`src/rtl/root_arbiter_if.sv`:
```
// root_arbiter_if: bundles the requester-side and engine-side signals of the
// root-computation arbiter.
//
// Handshake rules (all channels):
//   - Request: requester i drives req_valid[i] with req_data_1/req_data_2 slice i
//     and holds them until a transfer. A transfer happens on a rising edge where
//     req_valid[i] && req_ready[i]. req_ready is one-hot or zero.
//   - Response: rsp_valid is a one-hot, single-cycle strobe with no back-pressure.
//     rsp_data/rsp_err qualify it and rsp_data is 0 when no strobe is high.
//   - Engine: eng_in_valid is a single-cycle start pulse. eng_in_data_* hold their
//     value until the next accept. eng_out_valid is a single-cycle completion
//     strobe, and it only counts while the arbiter is waiting.
//
// Modports:
//   slave  - the arbiter side (root_arbiter)
//   master - the requester/engine environment side
interface root_arbiter_if #(
  parameter int NREQ = 4
);
  logic [NREQ-1:0]    req_valid;
  logic [NREQ*10-1:0] req_data_1;
  logic [NREQ*3-1:0]  req_data_2;
  logic [NREQ-1:0]    req_ready;
  logic [NREQ-1:0]    rsp_valid;
  logic [19:0]        rsp_data;
  logic               rsp_err;
  logic               eng_in_valid;
  logic [9:0]         eng_in_data_1;
  logic [2:0]         eng_in_data_2;
  logic               eng_out_valid;
  logic [19:0]        eng_out_data;

  modport slave (
    input  req_valid, req_data_1, req_data_2, eng_out_valid, eng_out_data,
    output req_ready, rsp_valid, rsp_data, rsp_err,
           eng_in_valid, eng_in_data_1, eng_in_data_2
  );

  modport master (
    output req_valid, req_data_1, req_data_2, eng_out_valid, eng_out_data,
    input  req_ready, rsp_valid, rsp_data, rsp_err,
           eng_in_valid, eng_in_data_1, eng_in_data_2
  );
endinterface

```
`src/rtl/root_arbiter.sv`:
```
// root_arbiter: round-robin arbiter and sequencer that shares one root engine
// between NREQ requesters. It accepts one (radicand, exponent) pair at a time,
// starts the engine with a one-cycle pulse, and holds the operands stable. It
// then routes the 20-bit result, or an error, back to the requester that issued
// the request.
//
// Ports:
//   clk, rst   - clock, and asynchronous active-high reset
//   bus        - root_arbiter_if.slave (requester handshake + engine port)
//   busy       - high in every state except IDLE
//   fault      - sticky, set when the engine fails to answer within TIMEOUT
//   state_dbg  - current FSM state encoding (IDLE=0 LAUNCH=1 WAIT=2 RESP=3 FAULT=4)
module root_arbiter #(
  parameter int NREQ    = 4,
  parameter int TIMEOUT = 1023
) (
  input  logic          clk,
  input  logic          rst,
  root_arbiter_if.slave bus,
  output logic          busy,
  output logic          fault,
  output logic [2:0]    state_dbg
);

  localparam int          IW = $clog2(NREQ);
  localparam logic [9:0]  TO = 10'(TIMEOUT);

  typedef enum logic [2:0] {
    S_IDLE   = 3'd0,
    S_LAUNCH = 3'd1,
    S_WAIT   = 3'd2,
    S_RESP   = 3'd3,
    S_FAULT  = 3'd4
  } state_t;

  state_t        state_q, state_d;
  logic [IW-1:0] idx_q, idx_d;
  logic [IW-1:0] last_grant_q, last_grant_d;
  logic [9:0]    d1_q, d1_d;
  logic [2:0]    d2_q, d2_d;
  logic [9:0]    cnt_q, cnt_d;
  logic [19:0]   res_q, res_d;
  logic          err_q, err_d;
  logic          fault_q, fault_d;

  // Round-robin pick: the first valid requester at or after last_grant+1.
  logic [NREQ-1:0] gnt_vec;
  logic [IW-1:0]   gnt_idx;
  logic [IW-1:0]   cand;
  logic            gnt_found;
  logic [9:0]      sel_d1;
  logic [2:0]      sel_d2;

  always_comb begin : arb
    gnt_vec   = '0;
    gnt_idx   = '0;
    cand      = '0;
    gnt_found = 1'b0;
    sel_d1    = '0;
    sel_d2    = '0;
    for (int k = 0; k < NREQ; k++) begin
      cand = IW'((int'(last_grant_q) + 1 + k) % NREQ);
      if (!gnt_found && bus.req_valid[cand]) begin
        gnt_found = 1'b1;
        gnt_idx   = cand;
      end
    end
    for (int k = 0; k < NREQ; k++) begin
      if (gnt_found && gnt_idx == IW'(k)) begin
        gnt_vec[k] = 1'b1;
        sel_d1     = bus.req_data_1[k*10 +: 10];
        sel_d2     = bus.req_data_2[k*3 +: 3];
      end
    end
  end

  always_comb begin : fsm
    state_d      = state_q;
    idx_d        = idx_q;
    last_grant_d = last_grant_q;
    d1_d         = d1_q;
    d2_d         = d2_q;
    cnt_d        = cnt_q;
    res_d        = res_q;
    err_d        = err_q;
    fault_d      = fault_q;
    case (state_q)
      S_IDLE: begin
        // A grant is only ever given to a valid requester, so a grant is a transfer.
        if (gnt_found) begin
          idx_d        = gnt_idx;
          last_grant_d = gnt_idx;
          d1_d         = sel_d1;
          d2_d         = sel_d2;
          if (sel_d2 == 3'd0) begin
            // The zeroth root is undefined. Answer with an error and leave the engine untouched.
            res_d   = '0;
            err_d   = 1'b1;
            state_d = S_RESP;
          end else begin
            state_d = S_LAUNCH;
          end
        end
      end
      S_LAUNCH: begin
        cnt_d   = '0;
        state_d = S_WAIT;
      end
      S_WAIT: begin
        if (bus.eng_out_valid) begin
          res_d   = bus.eng_out_data;
          err_d   = 1'b0;
          state_d = S_RESP;
        end else if (cnt_q == TO) begin
          res_d   = '0;
          err_d   = 1'b1;
          fault_d = 1'b1;
          state_d = S_RESP;
        end else begin
          // The counter only steps below TO, so it saturates there.
          cnt_d = cnt_q + 10'd1;
        end
      end
      S_RESP: begin
        state_d = fault_q ? S_FAULT : S_IDLE;
      end
      S_FAULT: begin
        state_d = S_FAULT;
      end
      default: begin
        state_d = S_IDLE;
      end
    endcase
  end

  always_ff @(posedge clk or posedge rst) begin
    if (rst) begin
      state_q      <= S_IDLE;
      idx_q        <= '0;
      last_grant_q <= IW'(NREQ - 1);
      d1_q         <= '0;
      d2_q         <= '0;
      cnt_q        <= '0;
      res_q        <= '0;
      err_q        <= 1'b0;
      fault_q      <= 1'b0;
    end else begin
      state_q      <= state_d;
      idx_q        <= idx_d;
      last_grant_q <= last_grant_d;
      d1_q         <= d1_d;
      d2_q         <= d2_d;
      cnt_q        <= cnt_d;
      res_q        <= res_d;
      err_q        <= err_d;
      fault_q      <= fault_d;
    end
  end

  always_comb begin : outs
    // Gate on rst so req_ready is already 0 while reset is held and requesters are valid.
    bus.req_ready     = (state_q == S_IDLE && !rst) ? gnt_vec : '0;
    bus.eng_in_valid  = (state_q == S_LAUNCH);
    bus.eng_in_data_1 = d1_q;
    bus.eng_in_data_2 = d2_q;
    bus.rsp_data      = (state_q == S_RESP) ? res_q : '0;
    bus.rsp_err       = (state_q == S_RESP) && err_q;
    bus.rsp_valid     = '0;
    for (int k = 0; k < NREQ; k++) begin
      bus.rsp_valid[k] = (state_q == S_RESP) && (idx_q == IW'(k));
    end
    busy      = (state_q != S_IDLE);
    fault     = fault_q;
    state_dbg = state_q;
  end

endmodule

```
`src/flat_wrapper.sv`:
```
// flat-port wrapper written by rule: the top's interface ports become plain ports
module root_arbiter_flat 
#(
  parameter int NREQ    = 4,
  parameter int TIMEOUT = 1023
)
  (clk, rst, busy, fault, state_dbg, bus_req_valid, bus_req_data_1, bus_req_data_2, bus_eng_out_valid, bus_eng_out_data, bus_req_ready, bus_rsp_valid, bus_rsp_data, bus_rsp_err, bus_eng_in_valid, bus_eng_in_data_1, bus_eng_in_data_2);
  root_arbiter_if #(.NREQ(NREQ)) bus_i ();
  input  logic clk;
  input  logic rst;
  output logic busy;
  output logic fault;
  output logic [2:0] state_dbg;
  input wire logic [$bits(bus_i.req_valid)-1:0] bus_req_valid;
  input wire logic [$bits(bus_i.req_data_1)-1:0] bus_req_data_1;
  input wire logic [$bits(bus_i.req_data_2)-1:0] bus_req_data_2;
  input wire logic [$bits(bus_i.eng_out_valid)-1:0] bus_eng_out_valid;
  input wire logic [$bits(bus_i.eng_out_data)-1:0] bus_eng_out_data;
  output wire logic [$bits(bus_i.req_ready)-1:0] bus_req_ready;
  output wire logic [$bits(bus_i.rsp_valid)-1:0] bus_rsp_valid;
  output wire logic [$bits(bus_i.rsp_data)-1:0] bus_rsp_data;
  output wire logic [$bits(bus_i.rsp_err)-1:0] bus_rsp_err;
  output wire logic [$bits(bus_i.eng_in_valid)-1:0] bus_eng_in_valid;
  output wire logic [$bits(bus_i.eng_in_data_1)-1:0] bus_eng_in_data_1;
  output wire logic [$bits(bus_i.eng_in_data_2)-1:0] bus_eng_in_data_2;
  assign bus_i.req_valid = bus_req_valid;
  assign bus_i.req_data_1 = bus_req_data_1;
  assign bus_i.req_data_2 = bus_req_data_2;
  assign bus_i.eng_out_valid = bus_eng_out_valid;
  assign bus_i.eng_out_data = bus_eng_out_data;
  assign bus_req_ready = bus_i.req_ready;
  assign bus_rsp_valid = bus_i.rsp_valid;
  assign bus_rsp_data = bus_i.rsp_data;
  assign bus_rsp_err = bus_i.rsp_err;
  assign bus_eng_in_valid = bus_i.eng_in_valid;
  assign bus_eng_in_data_1 = bus_i.eng_in_data_1;
  assign bus_eng_in_data_2 = bus_i.eng_in_data_2;
  root_arbiter #(.NREQ(NREQ), .TIMEOUT(TIMEOUT)) u_core (.clk(clk), .rst(rst), .bus(bus_i), .busy(busy), .fault(fault), .state_dbg(state_dbg));
endmodule
```
`config.mk`:
```
export PLATFORM = sky130hd
export DESIGN_NAME = root_arbiter_flat
export DESIGN_NICKNAME = d
export VERILOG_FILES = /design/src/rtl/root_arbiter_if.sv /design/src/rtl/root_arbiter.sv /design/src/flat_wrapper.sv
export SDC_FILE = /design/constraint.sdc
export NUM_CORES = 1
export LEC_CHECK = 0
export ABC_AREA = 1
export CORE_MARGIN = 3
export CORE_UTILIZATION = 39
export DETAILED_ROUTE_END_ITERATION = 16
export PLACE_DENSITY = 0.86
export SLEW_MARGIN = 20
export SYNTH_ARGS = -nofsm -noshare
export SYNTH_HDL_FRONTEND = slang
export SYNTH_SLANG_ARGS = --single-unit
```
`constraint.sdc`:
```
create_clock -name clk -period 2.7 [get_ports clk]
set_input_delay 0.54 -clock clk [delete_from_list [all_inputs] [get_ports clk]]
set_output_delay 0.54 -clock clk [all_outputs]
set_load 0.05 [all_outputs]
```
== Yosys cells after proc, flatten, opt, wreduce, memory -nomap -nowiden ==
Cells that the tools add are included.

* Eq/ne operators: 16
* $add $sub $neg: 5
* Bitwise operators: 1
* Reduce and logical (&&, ||, !) cells: 29
* $lt $le $gt $ge: 4
* Mux-type cells: 49

{| class="wikitable"
|+ Operators by type and width
! operator !! number
|-
| 2-to-1 mux 20 bit || 5
|-
| 2-to-1 mux 10 bit || 6
|-
| case mux 20 bit (2 select lines) || 1
|-
| 2-to-1 mux 3 bit || 8
|-
| case mux 10 bit (2 select lines) || 1
|-
| 2-to-1 mux 1 bit || 16
|-
| case mux 3 bit (5 select lines) || 1
|-
| logical AND 1 bit || 13
|-
| less-than comparator 2 x 3 -> 1 bit, second input constant || 4
|-
| adder 10 x 1 -> 10 bit, second input constant || 1
|-
| == test 10 bit, second input constant || 1
|-
| 2-to-1 mux 2 bit || 5
|-
| binary-select mux 1 bit (select 2 bit) || 4
|-
| == test 2 bit, second input constant || 4
|-
| == test 3 x 2 -> 1 bit, second input constant || 2
|-
| logical NOT 3 bit || 2
|-
| AND reduction 3 bit || 2
|-
| adder 2 x 1 -> 2 bit, second input constant || 2
|-
| adder 2 bit, second input constant || 2
|-
| == test 2 x 1 -> 1 bit, second input constant || 2
|-
| logical NOT 1 bit || 4
|-
| logical NOT 2 bit || 2
|-
| 2-to-1 mux 4 bit || 1
|-
| inequality test 2 x 1 -> 1 bit, second input constant || 2
|-
| 10 further kinds || 13
|}

* Register bits after elaboration: 52
* Logic and storage cells: 113
* Output and inout port bits: 48
* Input bits: 79

== Longest topological paths before layout ==
Gate-level depths: netlist of the first run.

* Depth after elaboration: 23
* Depth in mapped cells: 21
* Mapped depth without buffers: 19

== Worst setup path before layout of the first run ==
OpenSTA, ideal clock, no wires.

* Kind: input -> output
* From: in rst
* To: out bus_req_ready[0]
* Buffers on the path: 0
* Slack: -1.349 ns
* Arrival time: 3.509 ns
* Cell stages on the path: 3
* Cell sequence: inv_1 > nand2_1 > nor4_1

* Cells in the longest elaborated chain, start to end: 3

{| class="wikitable"
|+ Ends and longest elaborated chain
! what !! line !! RTL
|-
| start, declared || flat_wrapper.sv:10 || <nowiki>input logic rst;</nowiki>
|-
| logical NOT 1 bit (no source line) || -- ||
|-
| logical AND 1 bit || root_arbiter.sv:162 || <nowiki>bus.req_ready = (state_q == S_IDLE && !rst) ? gnt_vec : '0;</nowiki>
|-
| 2-to-1 mux 4 bit || root_arbiter.sv:162 ||
|-
| end, declared || flat_wrapper.sv:19 || <nowiki>output wire logic [$bits(bus_i.req_ready)-1:0] bus_req_ready;</nowiki>
|}

Every way passes these cells.

== Final worst setup path of the first run ==
* From: reg u_core.last_grant_q[0]
* To: out bus_req_ready[3]

* Cells in the longest elaborated chain, start to end: 17
* Elaborated cells between the ends (all ways): 30
* Those cells by class: 4 x add/sub; 1 x eq/ne; 18 x mux; 7 x reduce/logical

{| class="wikitable"
|+ Ends and longest elaborated chain
! what !! line !! RTL
|-
| start, declared || root_arbiter.sv:38 || <nowiki>logic [IW-1:0] last_grant_q, last_grant_d;</nowiki>
|-
| start signal, assigned || root_arbiter.sv:140 || <nowiki>last_grant_q <= IW'(NREQ - 1);</nowiki>
|-
| start signal, assigned || root_arbiter.sv:150 || <nowiki>last_grant_q <= last_grant_d;</nowiki>
|-
| adder 2 x 1 -> 2 bit (*) || root_arbiter.sv:62 || <nowiki>cand = IW'((int'(last_grant_q) + 1 + k) % NREQ);</nowiki>
|-
| branches (longest 13 deep; another with adder 2 bit) || -- ||
|-
| logical AND 1 bit (*) || root_arbiter.sv:69 || <nowiki>if (gnt_found && gnt_idx == IW'(k)) begin</nowiki>
|-
| 2-to-1 mux 1 bit (*) || root_arbiter.sv:69 ||
|-
| 2-to-1 mux 4 bit (*) || root_arbiter.sv:162 ||
|}

Every way passes the cells marked *. The select of a mux whose other input is x is not followed.

==> results_dict.tcl, run 1 <==
set metrics [dict create \
    run_status "complete, but fails checks" \
    violations "negative setup slack" \
    regArea_sq_um 1304 \
    port_buffers 126 \
    fin_nets 664 \
    synth.yosys.seq_area_share_pct 42.67 \
    core_sq_um 7408 \
    grt_pass1_wl_mm 15.76 \
    num_antenna_cells 0 \
    initialDrtViolationCount 129 \
    drc 0 \
    cts_buffers 5 \
    maxCapViolations 0 \
    die_y_microns 94.51 \
    worst_setup_path_start_kind "flop" \
    crit_type "reg2out" \
    die_area_sq_um 8932 \
    initial_core_util_pct 41.24 \
    critPathLaunch "u_core.last_grant_q[0]$_DFFE_PP1P_" \
    avgRoutedWirePerCell_microns 13.82 \
    clock_path_buffers 2 \
    yosys-top-cells-area "dfrtp_1, nand2_1, inv_1" \
    worst-endpoint-required_ns 2.16 \
    htree_num_levels 2 \
    drive_above_1_share_pct 18.63 \
    clkSinkCount 52 \
    worst_pin_slew_ns 0.6346 \
    cts_root_buf "clkbuf_8" \
    cts_tree "yes" \
    dp_cells 669 \
    yosysTopAreaCell "dfrtp_1" \
    synth_top_area_share_pct 40.95 \
    cp-end-kind "primary output" \
    fin_worst_skew_ns 0.008223 \
    multi_input_area_sq_um 1540 \
    ys_warn_count 0 \
    layout_worst_path_cycle_share_pct 103.4 \
    setup_violations 4 \
    ios 127 \
    worstSkewPairLatency_ns 0.31 \
    slowest_delay_ns 0.62 \
    mappedNetlistNets 517 \
    relSlewSlack_pct 57.69 \
    grt_max_degree 53 \
    path_delay_family "simple AND/OR/NAND/NOR gates" \
    p_total_mw 6.339 \
    vias 3376 \
    clkTransAtPathRegs_ns 0.08 \
    finalHoldViolCount 0 \
    instances_no_fill 684 \
    ys_types 34 \
    die_x_microns 94.51 \
    synth_top_family_by_area "simple AND/OR/NAND/NOR gates" \
    ant_nets 0 \
    row_count 31 \
    min_from "u_core.err_q$_DFFE_PP0P_" \
    cp_num_buf_inv 2 \
    syn_inst 437 \
    dp_hpwl_mm 7.352 \
    period_minus_slack_ns 2.791 \
    powerDensity_nw_per_um2 1245 \
    cp.arrival_ns 2.25 \
    overflow 0 \
    syn_to_final_growth_pct 66.63 \
    rsz0062_at_grt "yes" \
    place_congestion 0.9158 \
    post-place-ws_ns -0.2251 \
    antenna_found_initial 0 \
    slowest_stage "dfstp_2" \
    synthAdderAreaFrac_pct 0.4095 \
    first_pass_iters 6 \
    leakagePower_nw 2.403 \
    yosys.area_share.xor_xnor_pct 0 \
    detail_route.vias_per_cell 4.936 \
    max_freq_ghz 0.3582 \
    ys_seq_elements 52 \
    hold_path_class "reg2reg" \
    crit_fanout 13 \
    fin_util_pct 68.72 \
    slew_violations 0 \
    path_cells "inv_6 -> nand2_1 -> nand2_2 -> nand2_2 -> nand2_2 -> nor2_4 -> nand3b_1 -> nand2_2 -> nor2_4 -> nor3_2 -> buf_6" \
    synthSimpleGateAreaFrac_pct 38.12 \
    nFillCells 595 \
    peakVddDrop_v 0.0008225 \
    grt_pass1_vias 3507 \
    postSynthAreaPerCell_sq_um 6.992 \
    synth.area.mux_share_pct 0 \
    setup-tns-final_ns -0.2998 \
    cpMostUsedCell "nand2_2" \
    wl_mm 9.452 \
    synth_compound_area_share_pct 8.436 \
    worst_slack_ns -0.09140 \
    r2r_start "u_core.last_grant_q[0]$_DFFE_PP1P_" \
    globalRouteTotalUtil_pct 22.04 \
    synth_area_sq_um 3055 \
]
==> cell usage after synthesis <==
cell / count
a221oi_1: 9
nand3b_1: 2
nand3_1: 30
buf_2: 1
inv_1: 54
nor2_1: 39
o21ai_0: 18
o31ai_1: 1
or2_2: 1
nand2_2: 7
nand2_1: 160
nand4_2: 1
buf_4: 2
nand4_1: 7
nand3_2: 1
dfstp_2: 2
o21ai_2: 1
ha_1: 1
a21boi_0: 1
nor3_1: 14
nor3b_1: 1
a211oi_1: 3
nand2_4: 1
clkinv_1: 1
a32oi_1: 1
inv_2: 3
clkbuf_1: 9
dfrtp_1: 50
buf_6: 4
nor4_1: 2
a21oi_1: 5
a41oi_1: 1
nor2_2: 2
nor2_4: 2
==> layout make-up <==
class | count | share of cell area, %
Clock buffer | 6 | 1.425
Sequential cell | 52 | 25.61
Inverter | 58 | 4.448
Tap cell | 99 | 2.433
Timing Repair Buffer | 156 | 35.14
Multi-Input combinational cell | 311 | 30.25
Clock inverter | 2 | 0.6881
==> worst register-to-register path, delay by kind of cell (launching register included) <==
family,cells,cell delay [ns]
buf+inv,3,0.40
flops,1,0.62
simple gates,16,1.52
==> sequential cells by signal, summed over array words and instances, names as in the netlist <==
signal	cells
u_core.res_q	20
u_core.bus.eng_in_data_1	10
u_core.cnt_q	10
u_core.bus.eng_in_data_2	3
u_core.state_dbg	3
u_core.idx_q	2
u_core.last_grant_q	2
u_core.err_q	1
u_core.fault	1
==> per-stage QoR <==
stage | hold slack, ns | cell area [sq um]
CTS | 0.4823 | 5049
detailed placement | 0.4610 | 4823
global placement | 0.4541 | 4823
finish | 0.4769 | 5091
floorplan | 0.4419 | 3089
global route | 0.5110 | 5091
==> path summary, 6_finish.rpt <==
path | to | slack, ns | cells past startpoint
worst min-delay path | u_core.err_q$_DFFE_PP0P_ | 0.48 | 2
worst max-delay path | bus_req_ready[3] | -0.09 | 11
max in group asynchronous | u_core.bus.eng_in_data_2[1]$_DFFE_PP0P_ | 1.49 | 3
min in group asynchronous | u_core.res_q[13]$_DFFE_PP0P_ | 0.80 | 3
worst min register to register | u_core.err_q$_DFFE_PP0P_ | 0.48 | 2
worst max register to register | u_core.res_q[7]$_DFFE_PP0P_ | 0.07 | 19
==> layer usage <==
layer / global-route usage, % / up-vias / share of wire (%)
met4: 6.611 / 0 / 1.8
met2: 40.37 / 116 / 51
met5: 0 / - / 0
met3: 5.179 / 15 / 7.4
li1: - / 1680 / -
met1: 25.40 / 1565 / 39
==> power by group <==
| group | internal, mW | switching (mW) | leakage [nW] |
|---|---|---|---|
| Combinational | 1.81 | 2.76 | 1.68 |
| Clock | 0.275 | 0.247 | 0.0552 |
| Sequential | 1.06 | 0.188 | 0.669 |
==> repair_timing <==
item	in CTS	in global routing
hold buffers	0	0
resized for setup	22	15
setup buffers	7	0
setup endpoints to repair	4	28
pin swaps	10	5
==> cells by family (layout without fill, tap and decap cells) <==
group,Yosys count,count (layout)
simple gates,270,270
buf+inv,74,222
flops,52,52
compound gates,40,40
fa+ha+maj,1,1
==> cells in the final DEF, fill, tap and decap left out, types with 8 or more instances in the layout <==
cell	count
nand2_1	149
clkdlybuf4s50_1	91
inv_1	51
dfrtp_1	50
nor2_1	37
nand3_1	30
buf_12	28
buf_4	26
o21ai_0	17
nand2_2	16
nor3_1	11
a221oi_1	8
Power figures use the tool's default switching activity.
==> run 2, diff against run 1 <==
SETUP_SLACK_MARGIN = 0.02   (was not set)
==> results_dict.tcl, run 2 (synthesized netlist as in run 1, its figures left out) <==
set metrics [dict create \
    relSlewSlack_pct 57.06 \
    die_x_microns 94.51 \
    port_buffers 126 \
    htree_num_levels 2 \
    peakVddDrop_v 0.001003 \
    dp_cells 668 \
    period_minus_slack_ns 2.752 \
    layout_common_cells "nand2_1, clkdlybuf4s50_1, inv_1, dfrtp_1, nor2_1" \
    max_freq_ghz 0.3634 \
    crit_fanout 6 \
    cts_root_buf "clkbuf_8" \
    maxCapViolations 0 \
    detail_route.vias_per_cell 5.023 \
    clkSinkCount 52 \
    vias 3436 \
    slew_violations 0 \
    initialDrtViolationCount 181 \
    antenna_found_initial 0 \
    cp_num_buf_inv 3 \
    slowest_stage "dfstp_2" \
    cp-end-kind "primary output" \
    run_status "complete, but fails checks" \
    avgRoutedWirePerCell_microns 14.15 \
    fin_nets 664 \
    reg2reg_depth 17 \
    finalHoldViolCount 0 \
    worst_slack_ns -0.05191 \
    layout_worst_path_cycle_share_pct 101.9 \
    crit_type "reg2out" \
    worst_setup_path_start_kind "flop" \
    globalRouteTotalUtil_pct 21.39 \
    drive_above_1_share_pct 18.29 \
    grt_pass1_wl_mm 15.37 \
    final_common_cell "nand2_1" \
    clkTransAtPathRegs_ns 0.08 \
    dp_hpwl_mm 7.473 \
    hold_path_class "reg2reg" \
    cts_buffers 5 \
    worst_pin_slew_ns 0.6441 \
    fin_worst_skew_ns 0.01091 \
    grt_max_degree 53 \
    num_antenna_cells 0 \
    placed_area_sq_um 4816 \
    largest_register_ffs 20 \
    setup_violations 4 \
    syn_to_final_growth_pct 66.79 \
    worst-endpoint-required_ns 2.16 \
    post-place-ws_ns -0.3409 \
    violations "negative setup slack" \
    cts_tree "yes" \
    die_area_sq_um 8932 \
    min_path_cells 2 \
    worstSkewPairLatency_ns 0.30 \
    place_congestion 0.8551 \
    top_register "u_core.res_q" \
    overflow 0 \
    leakagePower_nw 2.382 \
    wl_mm 9.678 \
    row_count 31 \
    die_y_microns 94.51 \
    clock_path_buffers 2 \
    drc 0 \
    grt_pass1_vias 3400 \
    cp.arrival_ns 2.21 \
    path_delay_family "simple AND/OR/NAND/NOR gates" \
    slowest_delay_ns 0.60 \
    initial_core_util_pct 41.24 \
    powerDensity_nw_per_um2 1250 \
    worst-path-stages 10 \
    instances_no_fill 684 \
    fin_area_sq_um 5096 \
    core_sq_um 7408 \
    ios 127 \
    ant_nets 0 \
    rsz0062_at_grt "yes" \
    path_cells "buf_4 -> nand2_1 -> nand2_2 -> nand2_2 -> o21ai_4 -> nand3b_1 -> nand3_4 -> buf_4 -> nor4_4 -> buf_6" \
    first_pass_iters 5 \
    hold_buffers 0 \
]
run 2: final timing paths:
path / slack, ns / end / start
max: -0.05 / bus_req_ready[0] / u_core.last_grant_q[0]$_DFFE_PP1P_
min: 0.48 / u_core.res_q[10]$_DFFE_PP0P_ / u_core.res_q[10]$_DFFE_PP0P_
max reg2reg: 0.15 / u_core.res_q[19]$_DFFE_PP0P_ / u_core.last_grant_q[0]$_DFFE_PP1P_
min reg2reg: 0.48 / u_core.res_q[10]$_DFFE_PP0P_ / u_core.res_q[10]$_DFFE_PP0P_
max in group asynchronous: 1.39 / u_core.res_q[2]$_DFFE_PP0P_ / rst
min in group asynchronous: 0.87 / u_core.bus.eng_in_data_2[2]$_DFFE_PP0P_ / rst
run 2: final cells by class:
type / instances / area (sq um)
clock buffer: 8 / 90.09
fill: 559 / 2312
inverter: 58 / 224.0
multi-input combinational: 312 / 1584
sequential: 52 / 1304
tap: 99 / 123.9
timing repair buffer: 155 / 1770
run 2: repair_timing:
action                     CTS  global route
setup buffers                4             3
gates resized for setup     20            16
setup endpoints to repair   24            39
gates cloned                 0             1
pin swaps                    4             3
run 2: worst register-to-register path: cells and delay by family, from the launching register on:
family / cells / cell delay (ns)
flops: 1 / 0.60
buf+inv: 2 / 0.30
simple gates: 15 / 1.54
run 2: through the flow:
| step | utilization, % | setup TNS (ns) | hold slack, ns | total power [mW] |
|---|---|---|---|---|
| CTS | 67.32 | -0.09161 | 0.4786 | 6.069 |
| finish | 68.79 | -0.1521 | 0.4771 | 6.368 |
| floorplan | - | -0.09782 | 0.4419 | 3.992 |
| detailed placement | 65.01 | -8.881 | 0.4579 | 5.481 |
| global placement | 65.01 | -4.405 | 0.4540 | 5.352 |
| global route | 68.79 | -1.752 | 0.4992 | 6.828 |
run 2: layer usage:
metal | share of wire, % | wire, microns | vias to the layer above | track usage (%)
met3 | 7.5 | 722 | 20 | 4.701
met4 | 2.7 | 259 | 0 | 6.370
met1 | 38 | 3695 | 1589 | 24.37
met2 | 52 | 5001 | 152 | 39.78
met5 | 0 | 0 | - | 0
li1 | - | - | 1675 | -
run 2: power by group:
part           total [mW]  switching (mW)  internal (mW)  leakage, nW
Clock               0.448           0.239          0.210       0.0455
Sequential           1.25           0.183           1.06        0.669
Combinational        4.67            2.86           1.81         1.67
Total                6.37            3.28           3.09         2.38
==> run 3, diff against run 2 <==
CTS_CLUSTER_DIAMETER = 120   (was not set)
==> results of run 3 <==
The final DEF is identical to that of run 2; final timing and power are the same.
==> edit 1, RTL diff (flow settings as in run 3) <==
`TIMEOUT` is set to 1023 in 2 places; all go to 511.
--- a/src/rtl/root_arbiter.sv
+++ b/src/rtl/root_arbiter.sv
@@ -12,7 +12,7 @@
 //   state_dbg  - current FSM state encoding (IDLE=0 LAUNCH=1 WAIT=2 RESP=3 FAULT=4)
 module root_arbiter #(
   parameter int NREQ    = 4,
-  parameter int TIMEOUT = 1023
+  parameter int TIMEOUT = 511
 ) (
   input  logic          clk,
   input  logic          rst,
--- a/src/flat_wrapper.sv
+++ b/src/flat_wrapper.sv
@@ -2,7 +2,7 @@
 module root_arbiter_flat 
 #(
   parameter int NREQ    = 4,
-  parameter int TIMEOUT = 1023
+  parameter int TIMEOUT = 511
 )
   (clk, rst, busy, fault, state_dbg, bus_req_valid, bus_req_data_1, bus_req_data_2, bus_eng_out_valid, bus_eng_out_data, bus_req_ready, bus_rsp_valid, bus_rsp_data, bus_rsp_err, bus_eng_in_valid, bus_eng_in_data_1, bus_eng_in_data_2);
   root_arbiter_if #(.NREQ(NREQ)) bus_i ();
Behaviour: same outputs for any inputs over 4 cycles, from zero or initial values and one cycle with rst high; that may be too few to reach the edited logic, so the function may still have changed.
==> edit 1 against run 3 <==
  * Synthesized area is 0.86% lower
  * Synthesized cell count is 2.3% lower
  * Die area is 0.80% lower
  * Global-route usage is 0.55 points higher
  * Final area is 3.8% higher
  * First-iteration DRC count is 25% lower
  * Largest cell class unchanged
  * Power is 9.7% higher
  * Sequential cell count stayed put
  * Wire length is 4.9% higher
  * The flow still finishes with violations (negative setup slack)
  * Final cell count is 0.29% higher
  * Setup slack worse by 0.057 ns
==> edit 1: results (changes against run 3) <==
metric;value;unit;change
reg2reg_depth;18;;was 17
first_global_vias;3388;;was 3400
finalSetupTns;-0.385;ns;was -0.152 ns
r2r_end;u_core.res_q[8];;was u_core.res_q[19]
status;finished, violations left;;unchanged
synth_nets;507;;was 517
powerClk;0.000438;W;was 0.000448 W
grtUsageMet1;25.7;%;was 24.4%
intPower;0.00342;W;was 0.00309 W
grt_util_met2;39.2;%;was 39.8%
synthTopCellsByArea;dfrtp_1, nand2_1, inv_1;;unchanged
min_from;u_core.err_q;;was u_core.res_q[10]
wl_met3;777;µm;was 722 µm
drive_above_1_share;23.9;%;was 18.3%
finalSetupViolations;4;;unchanged
yosysSeqAreaShare;43.0;%;was 42.7%
worstMarginPinSlew;0.629;ns;was 0.644 ns
grt_pass1_wl;15500;µm;was 15400 µm
total_leakage_power;2.47;nW;was 2.38 nW
fin_ws;-0.109;ns;was -0.0519 ns
peakVddDrop;1070;µV;was 1000 µV
r2r_slack;0.05;ns;was 0.15 ns
nets;666;;was 664
min_delay_worst_endpoint;u_core.err_q;;was u_core.res_q[10]
failed_checks;negative setup slack;;unchanged
-- edit 1: cell count changes after synthesis, sizes merged, moves of 2 or more --
cell / change
xor2: +3
inv: -7
nand2: -6
a211oi: -2
nor2: +3
nand4: +3
nor3: -3
-- edit 1: area by class of cell --
type,instances,area (µm²)
Sequential cell,52,1300
Tap cell,99,124
Clock inverter,3,18.8
Timing Repair Buffer,165,1890
Fill cell,532,2120
Inverter,51,200
Clock buffer,5,68.8
Multi-Input combinational cell,311,1690
-- edit 1: repair_timing --
action                     CTS  global route
buffers inserted             6             3
gates cloned                 1             3
setup endpoints to repair   25            31
pin swaps                   10             5
gates resized for setup     33            33
hold buffers                 0             0
-- edit 1: metrics by stage --
step	total power [W]	utilization (%)	cells	instance area [µm²]	hold slack [ns]
5_1_grt	0.00747	71.4	686	5290	0.504
3_3_place_gp	0.00558	65.7	665	4870	0.454
6_report	0.00699	71.4	686	5290	0.480
3_5_place_dp	0.00576	65.7	665	4870	0.458
2_1_floorplan	0.00399	-	427	3080	0.442
4_1_cts	0.00652	69.1	680	5120	0.481
-- edit 1: cells by family after synthesis --
group                      synth area share, %
adders and majority gates                0.413
AOI/OAI and AO/OA                         8.01
and+or+nand+nor                           38.1
xor gates and xnor gates                 0.868
buffers and inverters                     9.58
DFF                                       43.0
-- edit 1: worst max-delay path by stage --
stage                        to  cells after the start                   start  slack, ns
4_1_cts        bus_req_ready[3]                     12  u_core.last_grant_q[0]      -0.11
5_1_grt        bus_req_ready[3]                     12  u_core.last_grant_q[0]      -0.23
3_3_place_gp   u_core.res_q[15]                     18        bus_req_valid[3]      -0.23
2_1_floorplan  bus_req_ready[0]                      3                     rst      -0.05
6_report       bus_req_ready[3]                     12  u_core.last_grant_q[0]      -0.11
3_5_place_dp   u_core.res_q[17]                     18        bus_req_valid[3]      -0.37
==> edit 2, RTL diff (config.mk and constraints of run 3) <==
Without the edit above. Make the reset (`rst`) synchronous in one clocked block. Comments in the files are not updated.
--- a/src/rtl/root_arbiter.sv
+++ b/src/rtl/root_arbiter.sv
@@ -133,7 +133,7 @@
     endcase
   end
 
-  always_ff @(posedge clk or posedge rst) begin
+  always_ff @(posedge clk) begin
     if (rst) begin
       state_q      <= S_IDLE;
       idx_q        <= '0;
Formal check against the unedited RTL: differs if rst is asserted again (counterexample within 4 cycles, from zero or initial values and one cycle with rst high); with rst held inactive, the same outputs for 4 cycles.
==> edit 2 against run 3 <==
  * Power down 25%
  * Synthesized area down 6.7%
  * Wire length down 11%
  * Count of clock-buffer cells in the layout down 2
  * Register-to-register slack better by 0.13 ns
  * Sequential share of layout area down 2.4 points
  * Setup slack better by 0.19 ns
  * Hold slack worse by 0.0099 ns
  * Sequential cell count unchanged
  * Sequential power down 18%
  * Final area down 11%
==> edit 2: results (changes against run 3) <==
metric;value;unit;change
status;completed;;was finished, violations left
dpl_cell_area;4320;µm²;was 4820 µm²
seqAreaFraction;23.1;%;was 25.6%
r2r-start;u_core.last_grant_q[1];;was u_core.last_grant_q[0]
synth_nets;525;;was 517
synthTopCellsByArea;dfxtp_1, nand2_1, a21oi_1;;was dfrtp_1, nand2_1, inv_1
place_inst;674;;was 668
hpwl;6700;µm;was 7470 µm
yosys-top-cells-count;nand2_1, dfxtp_1, inv_1;;was nand2_1, inv_1, dfrtp_1
yosysSeqAreaShare;36.5;%;was 42.7%
wire_per_inst;12.5;µm;was 14.1 µm
synth.distinct_cells;32;;was 34
multi_input_area_share;35.3;%;was 31.1%
p_per_area;1060;nW/µm²;was 1250 nW/µm²
skew;0.00550;ns;was 0.0109 ns
powerClk;0.000462;W;was 0.000448 W
postCtsSetupBuffers;5;;was 4
power_switching;0.00234;W;was 0.00328 W
peakVddDrop;785;µV;was 1000 µV
timing.hold.ws;0.467;ns;was 0.477 ns
total_leakage_power;1.81;nW;was 2.38 nW
clkbuf_count;6;;was 8
drive_above_1_share;19.3;%;was 18.3%
synth-async-reset-ratio;0;%;was 100%
r2r_slack;0.28;ns;was 0.15 ns
cpMaxStageDelayCell;dfxtp_4;;was dfstp_2
nFillCells;578;;was 559
## edit 2: cell types whose count changed after synthesis, moves of 13 or more
cell and change:
dfxtp_1 +52, nand4_1 +13, dfrtp_1 -50, a21oi_1 +33, nand3_1 -15, o21ai_0 -13
## edit 2: layer usage
layer	global-route usage [%]	wire, µm
met1	21.7	3400
met2	36.2	4250
met3	5.88	738
met4	6.91	213
met5	0	0
## edit 2: through the flow
step / total power, W / utilization, % / worst slack, ns
after floorplan: 0.00305 / - / -0.111
after global placement: 0.00401 / 62.2 / -0.184
after detailed placement: 0.00408 / 62.2 / -0.276
after CTS: 0.00473 / 64.8 / 0.0202
after global routing: 0.00513 / 65.1 / 0.00932
final: 0.00478 / 65.1 / 0.141
## edit 2: cell families after synthesis
| logic type | count (synthesis) | synth area share, % |
|---|---|---|
| compound gates | 57 | 11.7 |
| fa+ha+maj | 1 | 0.439 |
| buf+inv | 69 | 10.6 |
| flops | 52 | 36.5 |
| simple gates | 266 | 40.7 |
